[config.mk]
export PLATFORM = sky130hd
export DESIGN_NAME = seq_binary_multiplier
export DESIGN_NICKNAME = d
export VERILOG_FILES = /design/src/rtl/seq_binary_multiplier.sv
export SDC_FILE = /design/constraint.sdc
export NUM_CORES = 1
export LEC_CHECK = 0
export ABC_AREA = 1
export BUFFER_PORTS_ARGS = -buffer_cell sky130_fd_sc_hd__buf_2
export CORE_UTILIZATION = 30
export CTS_BUF_LIST = sky130_fd_sc_hd__clkbuf_4
export DETAILED_ROUTE_END_ITERATION = 10
export MAX_ROUTING_LAYER = met4
export SLEW_MARGIN = 20
export SYNTH_ARGS = -nofsm -noshare
export SYNTH_HDL_FRONTEND = slang
export SYNTH_SLANG_ARGS = --single-unit
[constraint.sdc]
create_clock -name clk -period 3.1 [get_ports clk]
set_clock_uncertainty 0.2 [all_clocks]
set_input_delay 0.155 -clock clk [delete_from_list [all_inputs] [get_ports clk]]
set_output_delay 0.155 -clock clk [all_outputs]
set_load 0.03 [all_outputs]
[src/rtl/seq_binary_multiplier.sv]
// rtl/seq_binary_multiplier.sv - multi-cycle shift-add multiplier, unsigned or two's-complement signed
module seq_binary_multiplier #(
    parameter int WIDTH = 8
) (
    input  logic                 clk,
    input  logic                 rst_n,
    input  logic                 start,
    input  logic                 signed_mode,
    input  logic [WIDTH-1:0]     a,
    input  logic [WIDTH-1:0]     b,
    output logic [2*WIDTH-1:0]   p,
    output logic                 busy,
    output logic                 done
);

    localparam int CW = $clog2(WIDTH + 1);

    typedef enum logic {
        IDLE,
        BUSY
    } state_t;

    state_t             state;
    logic [CW-1:0]      cnt;
    logic [WIDTH:0]     hi;
    logic [WIDTH:0]     mcand;
    logic [WIDTH-1:0]   lo;
    logic               sgn;
    logic               last;
    logic [WIDTH+1:0]   addend;
    logic [WIDTH+1:0]   sum;

    // hi is kept sign-extended; in signed mode the multiplier MSB carries negative weight,
    // so the last iteration subtracts the multiplicand instead of adding it.
    always_comb begin
        last   = (cnt == CW'(1));
        addend = '0;
        if (lo[0]) begin
            addend = (last && sgn) ? -{mcand[WIDTH], mcand} : {mcand[WIDTH], mcand};
        end
        sum = {hi[WIDTH], hi} + addend;
    end

    always_ff @(posedge clk or negedge rst_n) begin
        if (!rst_n) begin
            state <= IDLE;
            cnt   <= '0;
            hi    <= '0;
            lo    <= '0;
            mcand <= '0;
            sgn   <= 1'b0;
            p     <= '0;
            busy  <= 1'b0;
            done  <= 1'b0;
        end else begin
            done <= 1'b0;
            case (state)
                IDLE: begin
                    if (start) begin
                        state <= BUSY;
                        busy  <= 1'b1;
                        mcand <= signed_mode ? {a[WIDTH-1], a} : {1'b0, a};
                        lo    <= b;
                        hi    <= '0;
                        sgn   <= signed_mode;
                        cnt   <= CW'(WIDTH);
                    end
                end
                BUSY: begin
                    hi  <= sum[WIDTH+1:1];
                    lo  <= {sum[0], lo[WIDTH-1:1]};
                    cnt <= cnt - CW'(1);
                    if (last) begin
                        p     <= {sum[WIDTH:0], lo[WIDTH-1:1]};
                        done  <= 1'b1;
                        busy  <= 1'b0;
                        state <= IDLE;
                    end
                end
                default: state <= IDLE;
            endcase
        end
    end

endmodule
* After elaboration in Yosys (flattened, before gate mapping)
Index checks and enable logic that the tools add are counted.
** Operators by class
- Add/subtract/negate cells :: 3
- Reduce and logical (&&, ||, !) cells :: 4
- Divide/modulo/power cells :: 0
- Mux-type cells :: 17
- Eq/ne operators :: 3
- Magnitude comparators :: 0
- Shifts and indexed selects :: 0
- Bitwise gates (word level) :: 1
- $mul :: 0
** Operator list (count)
- 10-bit 2-to-1 mux :: 2
- 9-bit 2-to-1 mux :: 2
- 9-bit case mux with 2 select lines :: 1
- 8-bit case mux with 2 select lines :: 1
- 10-bit adder :: 1
- 10-bit negation :: 1
- 8-bit 2-to-1 mux :: 1
- 4-bit case mux with 2 select lines :: 1
- 1-bit 2-to-1 mux :: 6
- 2-bit AND reduction :: 3
- 4-bit by 1-bit equality test with 1-bit output, second input constant :: 1
- 4-bit 2-to-1 mux :: 1
- 1-bit case mux with 2 select lines :: 2
- 4-bit by 1-bit subtractor with 4-bit output, second input constant :: 1
- 2-bit by 1-bit inequality test with 1-bit output, second input constant :: 1
- 2-bit inequality test, second input constant :: 1
- 1-bit logical AND :: 1
- 1-bit NOT :: 1
** Storage, ports and cells
- Word-level logic and storage cells :: 37
- Register bits :: 50
- Input bits :: 20
- Memories :: 0
- Memory bits (read-only) :: 0
- Memory bits (writable) :: 0
- Latch bits :: 0
- Output and inout bits :: 18

* Longest topological paths before layout
Gate-level depths: netlist (run 1).
- Depth after elaboration :: 6
- Gate-level depth with buffers :: 19
- Depth with buffers taken out :: 19

* Worst setup path before layout (run 1)
Ideal clock, no wire load.
- Kind :: register to register
- From :: register cnt[1]
- To :: register hi[7]
- Setup time :: 118 ps
- Path buffers :: 0
- Data arrival time :: 2166 ps
- Setup slack :: 616 ps
- Stages on the path, launching flop included :: 17
- Clock period less this slack :: 2484 ps
- Required time :: 2782 ps
- Path through :: dfrtp_1 > inv_1 > ha_1 > nand2_4 > nor2_8 > inv_2 > a31oi_2 > o21ai_0 > a21oi_1 > ha_1 > a21oi_1 > nand2_1 > nand2_1 > nand3_1 > nor2_1 > nand3b_1 > nand2_1
** Between the ends
- Longest elaborated chain between the ends :: 6
** RTL lines
- from (decl) :: line 24 : logic [CW-1:0] cnt;
- from (signal assigned) :: line 66 : cnt <= CW'(WIDTH);
- from (signal assigned) :: line 72 : cnt <= cnt - CW'(1);
- 4-bit by 1-bit equality test with 1-bit output :: line 36 : last = (cnt == CW'(1));
- 1-bit logical AND :: line 39 : addend = (last && sgn) ? -{mcand[WIDTH], mcand} : {mcand[WIDTH], mcand};
- 10-bit 2-to-1 mux :: line 39
- 10-bit 2-to-1 mux :: line 38 : if (lo[0]) begin
- 10-bit adder :: line 41 : sum = {hi[WIDTH], hi} + addend;
- 9-bit case mux with 2 select lines :: line 57 : case (state)
- to (signal assigned) :: line 70 : hi <= sum[WIDTH+1:1];
- to (decl) :: line 25 : logic [WIDTH:0] hi;
No other way between the ends.
A chain may end at the register's enable or synchronous reset.

* Final worst setup path (run 1)
- From :: register cnt[1]
- To :: register hi[4]
Same word-level chain as after synthesis.

==> results of run 1 <==
-- layer usage --
metal,global-route usage,vias to the layer above
met5,-,-
met4,0.0459,0
met3,0.0253,9
met2,0.222,50
met1,0.192,1085
li1,-,1173
-- synthesized netlist by cell type --
cell	instances	share of area
and3_2	1	0.0028
nand3_1	23	0.043
xnor2_1	3	0.0098
o22ai_1	2	0.0046
clkbuf_1	1	0.0014
o21bai_1	1	0.0028
nor2_8	1	0.0074
nand2_2	3	0.0070
a21boi_0	1	0.0028
nor2_1	9	0.013
nand4_1	2	0.0046
o21ai_2	9	0.029
buf_4	2	0.0056
nand3b_1	2	0.0056
inv_1	39	0.054
a31oi_1	1	0.0023
nor2_4	2	0.0084
nand2_4	1	0.0042
nand2_1	91	0.13
dfrtp_1	50	0.46
inv_2	4	0.0056
buf_2	3	0.0056
o221ai_1	7	0.023
o21ai_0	27	0.050
o31ai_1	1	0.0028
a21oi_1	13	0.024
fa_1	1	0.0074
buf_6	2	0.0084
clkinv_1	1	0.0014
ha_1	12	0.056
o21ai_1	1	0.0019
nor3_1	3	0.0056
a31oi_2	1	0.0046
o211ai_1	1	0.0028
or2_2	1	0.0023
-- power groups by stage --
stage | Combinational, mW | Clock (mW) | Sequential (mW)
after CTS | 1.79 | 0.488 | 1.19
after global routing | 2.02 | 0.515 | 1.23
final | 1.77 | 0.481 | 1.19
after floorplan | 1.21 | 0 | 1.32
after global placement | 1.72 | 0 | 1.20
after detailed placement | 1.76 | 0 | 1.20
-- metrics by stage --
step | worst slack [ns] | power [mW] | instance area [um^2] | cells | hold WS [ns]
after floorplan | 0.616 | 2.54 | 2700 | 322 | -0.341
after global placement | 0.406 | 2.91 | 2970 | 461 | -0.0442
after detailed placement | 0.335 | 2.96 | 2970 | 461 | -0.0409
after CTS | 0.313 | 3.47 | 3280 | 489 | 0.0741
after global routing | 0.0415 | 3.76 | 3280 | 489 | 0.117
final | 0.291 | 3.44 | 3280 | 489 | 0.0562
-- worst min path at each step --
stage / depth (start not counted) / start / slack (ns) / end
2_1_floorplan: 0 / rst_n / -0.34 / busy$_DFFE_PN0P_
3_3_place_gp: 1 / rst_n / -0.04 / p[14]$_DFFE_PN0P_
3_5_place_dp: 1 / rst_n / -0.04 / p[14]$_DFFE_PN0P_
4_1_cts: 2 / rst_n / 0.07 / p[14]$_DFFE_PN0P_
5_1_grt: 2 / rst_n / 0.12 / cnt[0]$_DFFE_PN0P_
6_report: 2 / rst_n / 0.06 / mcand[5]$_DFFE_PN0P_
-- layout make-up --
cell class                 count  area share
sequential                    50       0.381
multi-input combinational    220       0.373
clock buffer                   5      0.0114
inverter                      44      0.0503
timing repair buffer          59       0.122
clock inverter                 3      0.0210
tap                          108      0.0412
-- state kept, by name, indices dropped and copies added (netlist names) --
name / flops
busy: 1
cnt: 4
done: 1
hi: 9
lo: 8
mcand: 9
p: 16
sgn: 1
state: 1
-- critical path: cells and delay by family, from the launching register on --
kind	cells	cell delay, ns
AND/OR/NAND/NOR	8	0.85
adder cells (fa/ha/maj)	2	0.56
AO/OA/AOI/OAI	3	0.55
flip-flops	1	0.41
buffers and inverters	2	0.17
-- what timing repair did --
action / 4_1_cts / 5_1_grt
hold buffers: 20 / 0
hold endpoints to repair: 40 / 0
buffers inserted: 0 / 0
gates resized for setup: 0 / 0
-- logic make-up after synthesis --
family	count (synthesis)	synth area share
and+or+nand+nor	139	0.230
AOI/OAI and AO/OA	65	0.151
buffers and inverters	52	0.0822
DFF	50	0.464
adders and majority gates	13	0.0631
xor gates and xnor gates	3	0.00975
==> results.md, run 1 <==
* Tcrit/Tclk final at 0.906
* Slew HR at 0.632
* CTS tree: done
* Die H at 96.8 um
* Setup CP Type: reg -> reg
* Worst Setup EP: hi[4]$_DFFE_PN0P_
* Crit path max fanout at 7
* Slowest CP cell: dfrtp_1
* LEAKAGE at 1.67 nW
* Final hold violation count at 0
* Setup TNS at 0 ns
* RSZ-0062 raised after global routing: no
* Leading cell type in the layout, fill and taps excluded: nand2_1
* Starting Density at 0.309
* Critical Path End Type: register
* CTS buffer count at 5
* Min Tclk post-route at between 2 and 3 ns
* H-tree Lvls at 2
* Status: complete, no violations
* Max_cap viols at 0
* Critical Path AT at ~2.9 ns
* Multi-input gate area at around 1200 um^2
* Register-to-Register Path Depth at 15
* Wire length on met3 at approximately 230 um
* GRT Total Usage at 0.144
* Fmax at about 360 MHz
* Vias per cell at 4.74
* Layout cells sized above 1 at 0.184
* Largest net degree at the start of global routing at 30
* Skew-Pair Late Insertion Delay at 0.38 ns
* CTS clk-pin slew, worst paths at 0.16 ns
* R2R Path End: hi[4]$_DFFE_PN0P_
* Drt wl/cell at ~12 um
* Clock group share of total power at 0.140
* Met2 routed WL at around 2.7 mm
* Vias at approximately 2300
* Metal1 wirelength at approximately 3 mm
* Final RePlAce weighted congestion at 0.909
* Ordered cell list for the critical path: inv_1 > ha_1 > nand2_4 > nor2_8 > inv_2 > o21ai_0 > nand2_1 > a31oi_1 > ha_1 > nand2_1 > nand3_1 > a21oi_1 > or2_2 > nand3_1 > nand2_1
* Int Pwr at 1.84 mW
* Final core occ at 0.376
* Number of nets in the layout at ~410
* Yosys warns at 0
* 1st-pass router iterations at 4
* Critical path launch point type: register
* Most frequent cells in the layout: 91 x nand2_1, 50 x dfrtp_1, 39 x inv_1
* First-pass GRT wire length at 10.8 mm
* Sw Share at 0.466
* Clk root buf: clkbuf_4
* Worst-margin pin slew at 0.551 ns
* N_diodes at 0
* R2r startpoint: cnt[1]$_DFFE_PN0P_
* Row count at 34
* Post-synthesis register bit count at 50
* CP dominant cell by count: nand2_1
* FF-to-FF setup slack at between 0.2 and 0.3 ns
* Die Width at 96.8 um
* Detail Route Antenna Nets at 0
* Top-level I/O count at 38
* WL final at between 6 and 7 mm
* PwrDens at ~1000 nW/um^2
* Mapped cell area at 2700 um^2
* Initial DRC count at 84
* Clock sink count at 50
* Worst-case clock buffer depth at 2
* Die footprint at 9370 um^2
* P_sw at 1.61 mW
* Grt total ovfl at 0
* CP peak stage delay at 0.41 ns
* Vias in the first global route at between 2000 and 2500
* Drt drc at 0
* Syn nets at approximately 360
* Worst IR drop on VDD at 0.000494 V
* Reg power frac at 0.345
* Mean Syn Cell Area at 8.37 um^2
* Core Footprint at 8720 um^2
* PortBufs at 37
* Top Layer Used: met4
* Worst EP required at approximately 3.2 ns
* Combinational power share at 0.516
* HPWL after DPL at about 4.5 mm
* Final Max Slew Viols at 0
* Synth Instances at roughly 320
* Worst Hold Class: in -> async
* Setup violations, final at 0
* Area growth from synthesis to layout at 21.7%
* Layout fillers at around 890
* Initial antenna violation count at 0
* Sequential cell area at 1250 um^2
* Post-synth cell types at 35
* Sequential fraction of the synthesis area at 0.464
* Critical Path Source: cnt[1]$_DFFE_PN0P_
Note: power is estimated with default switching activity, not from simulation.
==> run 2, diff against run 1 <==
--- a/config.mk
+++ b/config.mk
@@ -10,6 +10,7 @@
 export CORE_UTILIZATION = 30
 export CTS_BUF_LIST = sky130_fd_sc_hd__clkbuf_4
 export DETAILED_ROUTE_END_ITERATION = 10
+export GPL_TIMING_DRIVEN = 0
 export MAX_ROUTING_LAYER = met4
 export SLEW_MARGIN = 20
 export SYNTH_ARGS = -nofsm -noshare
==> constraint.sdc (replaced) <==
create_clock -name clk -period 3.49 [get_ports clk]
set_clock_uncertainty 0.2 [all_clocks]
set_input_delay 0.5235 -clock clk [delete_from_list [all_inputs] [get_ports clk]]
set_output_delay 0.5235 -clock clk [all_outputs]
set_load 0.03 [all_outputs]
==> run 2 against run 1 <==
Net effect: total power down 16%; final cell count is 2.7% lower; setup slack improved by 0.36 ns; critical path depth is 1 higher; count of clock-buffer cells in the layout unchanged; die area unchanged; first-iteration DRC count is 25% lower.
==> results.md, run 2 (synthesized netlist as in run 1, its figures left out) <==
* N_diodes at 0 (unchanged)
* Slowest CP cell: dfrtp_1
* Row count at 34 (unchanged)
* Setup bufs post-CTS at 0 (unchanged)
* First-pass GRT wire length at 10.8 mm (+0.52%)
* Max FFs per register at 16 (unchanged)
* Min Tclk post-route at 2.84 ns (+0.0269 ns)
* Vias in the first global route at 2281 (-3.0%)
* Status: complete, no violations
* Number of nets in the layout at 400 (-3.1%)
* Worst Hold Class: in -> reg
* Vias per cell at 4.66 (-1.7%)
* Crit path max fanout at 7 (unchanged)
* Final RePlAce weighted congestion at 0.813 (-10%)
* Fmax at 353 MHz (-0.95%)
* Die H at 96.8 um (unchanged)
* GRT Total Usage at 0.145 (+0.00137)
* Starting Density at 0.309 (unchanged)
* Setup TNS at 0 ns (unchanged)
* Reg with most FFs: p
* PwrDens at 940 nW/um^2 (-10%)
* CTS clk-pin slew, worst paths at 0.15 ns (about the same)
* Drt wl/cell at 12.4 um (about the same)
* FF-to-FF setup slack at 0.65 ns (+0.36 ns)
* Setup CP Type: reg -> reg
* Post-CTS resize count at 0 (unchanged)
* Worst-case clock buffer depth at 2 (unchanged)
* H-tree Lvls at 2 (unchanged)
* Final hold violation count at 0 (unchanged)
* Skew-Pair Late Insertion Delay at 0.38 ns (about the same)
* PortBufs at 37 (unchanged)
* Critical path launch point type: register
* RSZ-0062 raised after global routing: no
* Total power draw at 2.90 mW (-16%)
* Largest net degree at the start of global routing at 51 (+70%)
* Clk root buf: clkbuf_4
* Max_cap viols at 0 (unchanged)
* LEAKAGE at 1.60 nW (-4.5%)
* Die Width at 96.8 um (unchanged)
* Post-CTS Hold Fix Bufs at 1 (-95%)
* Worst IR drop on VDD at 0.000449 V (-9.1%)
* Placed insts at 467 (+1.3%)
* Layout cells sized above 1 at 0.204 (+0.0201)
* Regs by FF count: p (16), hi (9), mcand (9)
* Final Max Slew Viols at 0 (unchanged)
* Initial DRC count at 63 (-25%)
* Slew HR at 0.578 (-0.0548)
* Hold_ws at 0.130 ns (+0.0736 ns)
* CTS buffer count at 5 (unchanged)
* Leading cell type in the layout, fill and taps excluded: nand2_1
* Area growth from synthesis to layout at 14.5%
* Worst EP required at 3.57 ns (+0.34 ns)
* Tcrit/Tclk final at 0.812 (-0.0935)
* Most frequent cells in the layout: 91 x nand2_1, 50 x dfrtp_1, 39 x inv_1, 39 x buf_2, 27 x o21ai_0
* Vias at 2217 (-4.3%)
* CTS tree: done
* Final cell count without fillers at 476 (-2.7%)
* Worst-margin pin slew at 0.634 ns (+0.0829 ns)
* 1st-pass router iterations at 4 (unchanged)
* Die footprint at 9370 um^2 (unchanged)
* Detail Route Antenna Nets at 0 (unchanged)
* Setup violations, final at 0 (unchanged)
* Core Footprint at 8720 um^2 (unchanged)
* Clock sink count at 50 (unchanged)
* Grt total ovfl at 0 (unchanged)
* Critical Path AT at 2.92 ns (-0.02 ns)
* Drt drc at 0 (unchanged)
* CP dominant cell by count: nand2_1
* Initial antenna violation count at 0 (unchanged)
* HPWL after DPL at 4.53 mm (about the same)
* WL final at 5.90 mm (-2.7%)
* CP peak stage delay at 0.41 ns (about the same)
* Top-level I/O count at 38 (unchanged)
* Critical Path End Type: register
* Ordered cell list for the critical path: inv_1 > ha_1 > nand2_4 > nor2_8 > inv_2 > a31oi_2 > o21ai_0 > a21oi_1 > ha_1 > a21oi_1 > nand2_1 > nand2_1 > nand3_1 > nor2_1 > nand3b_1 > nand2_1
## run 2: changes by cell type in the layout (fill, tap and decap cells not counted), sizes merged
| cell | previous run | this run |
|---|---|---|
| buf | 39 | 44 |
| bufinv | 2 | 0 |
| clkbuf | 5 | 6 |
| clkinv | 2 | 3 |
| clkinvlp | 0 | 1 |
| dlygate4sd3 | 20 | 1 |
## run 2: routing by layer
| metal | global-route usage | share of wire | vias to the layer above | wire length, um |
|---|---|---|---|---|
| li1 | - | - | 1141 | - |
| met5 | - | 0 | - | 0 |
| met3 | 0.0260 | 0.031 | 7 | 181 |
| met2 | 0.225 | 0.45 | 39 | 2640 |
| met4 | 0.0344 | 0.0097 | 0 | 57 |
| met1 | 0.198 | 0.51 | 1030 | 3020 |
## run 2: worst max-delay path, delay by kind of cell, from the launching register on
kind,cells,cell delay [ns]
simple gates,8,0.80
buf+inv,2,0.18
compound gates,4,0.60
fa+ha+maj,2,0.55
flops,1,0.41
## run 2: worst paths after layout
path	start	endpoint	depth (start not counted)
setup / recovery	cnt[1]$_DFFE_PN0P_	hi[7]$_DFFE_PN0P_	16
hold / removal	a[6]	mcand[6]$_DFFE_PN0P_	3
setup reg to reg	cnt[1]$_DFFE_PN0P_	hi[7]$_DFFE_PN0P_	16
hold reg to reg	p[15]$_DFFE_PN0P_	p[15]$_DFFE_PN0P_	2
max in group asynchronous	rst_n	mcand[0]$_DFFE_PN0P_	2
min in group asynchronous	rst_n	p[5]$_DFFE_PN0P_	2
## run 2: area by class of cell
class	instances	area (um^2)
fill	916	5630
sequential	50	1250
multi-input combinational	220	1220
timing repair buffer	38	198
inverter	44	165
tap	108	135
buffer	8	56.3
clock buffer	5	37.5
clock inverter	3	21.3
## run 2: through the flow
stage          setup WS [ns]  utilization  instance area (um^2)
2_1_floorplan           1.01            -                  2700
3_3_place_gp           0.721        0.346                  3020
3_5_place_dp           0.669        0.346                  3020
4_1_cts                0.630        0.354                  3090
5_1_grt                0.350        0.354                  3090
6_report               0.655        0.354                  3090
## run 2: report_power, final
| group | internal [mW] | total, mW | switching (mW) |
|---|---|---|---|
| logic | 0.555 | 1.61 | 1.06 |
| registers | 0.860 | 1.02 | 0.156 |
| clock network | 0.0788 | 0.272 | 0.194 |
==> run 3, diff against run 2 <==
==> constraint.sdc (replaced) <==
create_clock -name clk -period 2.7 [get_ports clk]
set_clock_uncertainty 0.2 [all_clocks]
set_input_delay 0.405 -clock clk [delete_from_list [all_inputs] [get_ports clk]]
set_output_delay 0.405 -clock clk [all_outputs]
set_load 0.03 [all_outputs]
==> run 3 against run 2 <==
Net effect: the flow now finishes with violations (negative hold slack); setup slack worse by 0.53 ns; die area unchanged; total power up 52%; sequential share of layout area down 4.6 points; flip-flop and latch count unchanged; combinational power up 69%; critical path type unchanged; critical endpoint unchanged; largest power group unchanged; highest routed layer unchanged.
==> results.md, run 3 (synthesized netlist as in run 1, its figures left out) <==
* Status: finished with violations
* Failing checks: negative hold slack
* Worst slack, placed at -0.121 ns (-0.790 ns)
* Clock sink count at 50 (unchanged)
* Min Tclk post-route at 2.58 ns (-0.256 ns)
* 1st-pass router iterations at 4 (unchanged)
* Core Footprint at 8720 um^2 (unchanged)
* Final hold violation count at 1 (+1)
* Tcrit/Tclk final at 0.955 (+0.143)
* Initial antenna violation count at 0 (unchanged)
* Final core occ at 0.399 (+0.0453)
* Top-level I/O count at 38 (unchanged)
* Multi-input gate area at 1400 um^2 (+14%)
* Sequential cell area at 1250 um^2 (about the same)
* Grt total ovfl at 0 (unchanged)
* Die H at 96.8 um (unchanged)
* Initial DRC count at 80 (+27%)
* Critical Path End Type: register
* Max_cap viols at 0 (unchanged)
* Leading cell type in the layout, fill and taps excluded: nand2_1
* Reg with most FFs: p
* Number of nets in the layout at 428 (+7.0%)
* Die footprint at 9370 um^2 (unchanged)
* Area growth from synthesis to layout at 29.2%
* Critical Path AT at 2.67 ns (-0.25 ns)
* Worst-case clock buffer depth at 2 (unchanged)
* Detail Route Antenna Nets at 0 (unchanged)
* Critical path launch point type: register
* Layout cells sized above 1 at 0.366 (+0.162)
* Worst EP required at 2.79 ns (-0.78 ns)
* Clk root buf: clkbuf_4
* PwrDens at 1270 nW/um^2 (+35%)
* Worst Hold Class: in -> reg
* Row count at 34 (unchanged)
* R2R Path End: hi[7]$_DFFE_PN0P_
* WL final at 6.47 mm (+9.7%)
* PortBufs at 37 (unchanged)
* Crit path max fanout at 5 (-2)
* R2r startpoint: cnt[1]$_DFFE_PN0P_
* FF-to-FF setup slack at 0.12 ns (-0.53 ns)
* Register-to-Register Path Depth at 16 (unchanged)
* CTS tree: done
* Vias per cell at 4.71 (+1.2%)
* CTS buffer count at 5 (unchanged)
* Slew HR at 0.574 (-0.00320)
* Final Max Slew Viols at 0 (unchanged)
* HPWL after DPL at 4.53 mm (unchanged)
* Total power draw at 4.41 mW (+52%)
* Final RePlAce weighted congestion at 0.813 (unchanged)
* Most frequent cells in the layout: 81 x nand2_1, 49 x dfrtp_1, 39 x buf_2
* Setup CP Type: reg -> reg
* LEAKAGE at 1.76 nW (+10%)
* Skew-Pair Late Insertion Delay at 0.39 ns (about the same)
* RSZ-0062 raised after global routing: yes
* Worst-margin pin slew at 0.638 ns (+0.00480 ns)
* Hold_ws at -0.000848 ns (-0.131 ns)
* CTS clk-pin slew, worst paths at 0.15 ns (about the same)
* Die Width at 96.8 um (unchanged)
* Largest net degree at the start of global routing at 51 (unchanged)
* Critical Path Source: cnt[1]$_DFFE_PN0P_
* Drt wl/cell at 12.8 um (+3.6%)
* Regs by FF count: p (16), hi (9), mcand (9)
* Max FFs per register at 16 (unchanged)
* Layout fillers at 871 (-4.9%)
* Setup WS post-layout at 0.121 ns (-0.534 ns)
* Vias in the first global route at 2311 (+1.3%)
* Min-delay src: a[6]
* Vias at 2376 (+7.2%)
* Setup violations, final at 0 (unchanged)
* GRT Total Usage at 0.147 (+0.00144)
* N_diodes at 0 (unchanged)
* First-pass GRT wire length at 10.9 mm (+0.95%)
* Starting Density at 0.309 (unchanged)
* H-tree Lvls at 2 (unchanged)
* Worst IR drop on VDD at 0.000626 V (+40%)
* Drt drc at 0 (unchanged)
* Fmax at 388 MHz (+9.9%)
* Worst Setup EP: hi[7]$_DFFE_PN0P_
## run 3: how the worst min path moves through the flow
stage / end / slack [ns] / cells after the start
3_5_place_dp: p[15]$_DFFE_PN0P_ / 0.26 / 2
2_1_floorplan: busy$_DFFE_PN0P_ / -0.09 / 0
6_report: mcand[6]$_DFFE_PN0P_ / -0.0008 / 3
5_1_grt: mcand[4]$_DFFE_PN0P_ / 0.01 / 3
4_1_cts: mcand[6]$_DFFE_PN0P_ / 0.004 / 3
3_3_place_gp: p[6]$_DFFE_PN0P_ / 0.26 / 2
## run 3: stage by stage
step | instances | instance area, um^2 | setup TNS (ns)
finish | 504 | 3480 | 0
detailed placement | 467 | 3020 | -0.592
global placement | 467 | 3020 | -0.236
floorplan | 322 | 2700 | 0
global route | 504 | 3480 | -0.297
CTS | 481 | 3140 | 0
## run 3: critical path, stage by stage (launching register included)
cell      delay [ns]
dfrtp_1         0.42
inv_2           0.08
ha_4            0.14
nand2_4         0.06
nor2_8          0.12
buf_6           0.12
nand2_2         0.07
o21ai_0         0.14
a21oi_1         0.08
ha_1            0.33
buf_4           0.16
buf_4           0.13
nand3_1         0.09
nand3_2         0.08
nor2_1          0.10
nand3b_1        0.11
nand2_1         0.05
## run 3: layer usage
layer,GRT usage,share of wire
met3,0.0260,0.041
met2,0.228,0.47
met5,-,0
met1,0.199,0.48
met4,0.0344,0.013
## run 3: area by class of cell
class	instances	share of cell area
Multi-Input combinational cell	220	0.401
Sequential cell	50	0.360
Timing Repair Buffer	66	0.119
Inverter	44	0.0481
Tap cell	108	0.0388
Buffer	8	0.0162
Clock buffer	5	0.0108
Clock inverter	3	0.00611
## run 3: power breakdown
part           leakage, nW  internal [mW]  switching [mW]  total (mW)
sequential           0.617           1.11           0.219        1.33
clock               0.0312          0.102           0.253       0.354
combinational         1.11           1.10            1.62        2.72
total                 1.76           2.31            2.10        4.41
## run 3: what timing repair did
action | in CTS | in global routing
buffers inserted | 5 | 23
setup endpoints to repair | 13 | 13
hold buffers | 1 | 0
pin swaps | 4 | 24
hold endpoints to repair | 50 | 0
gates resized for setup | 3 | 56
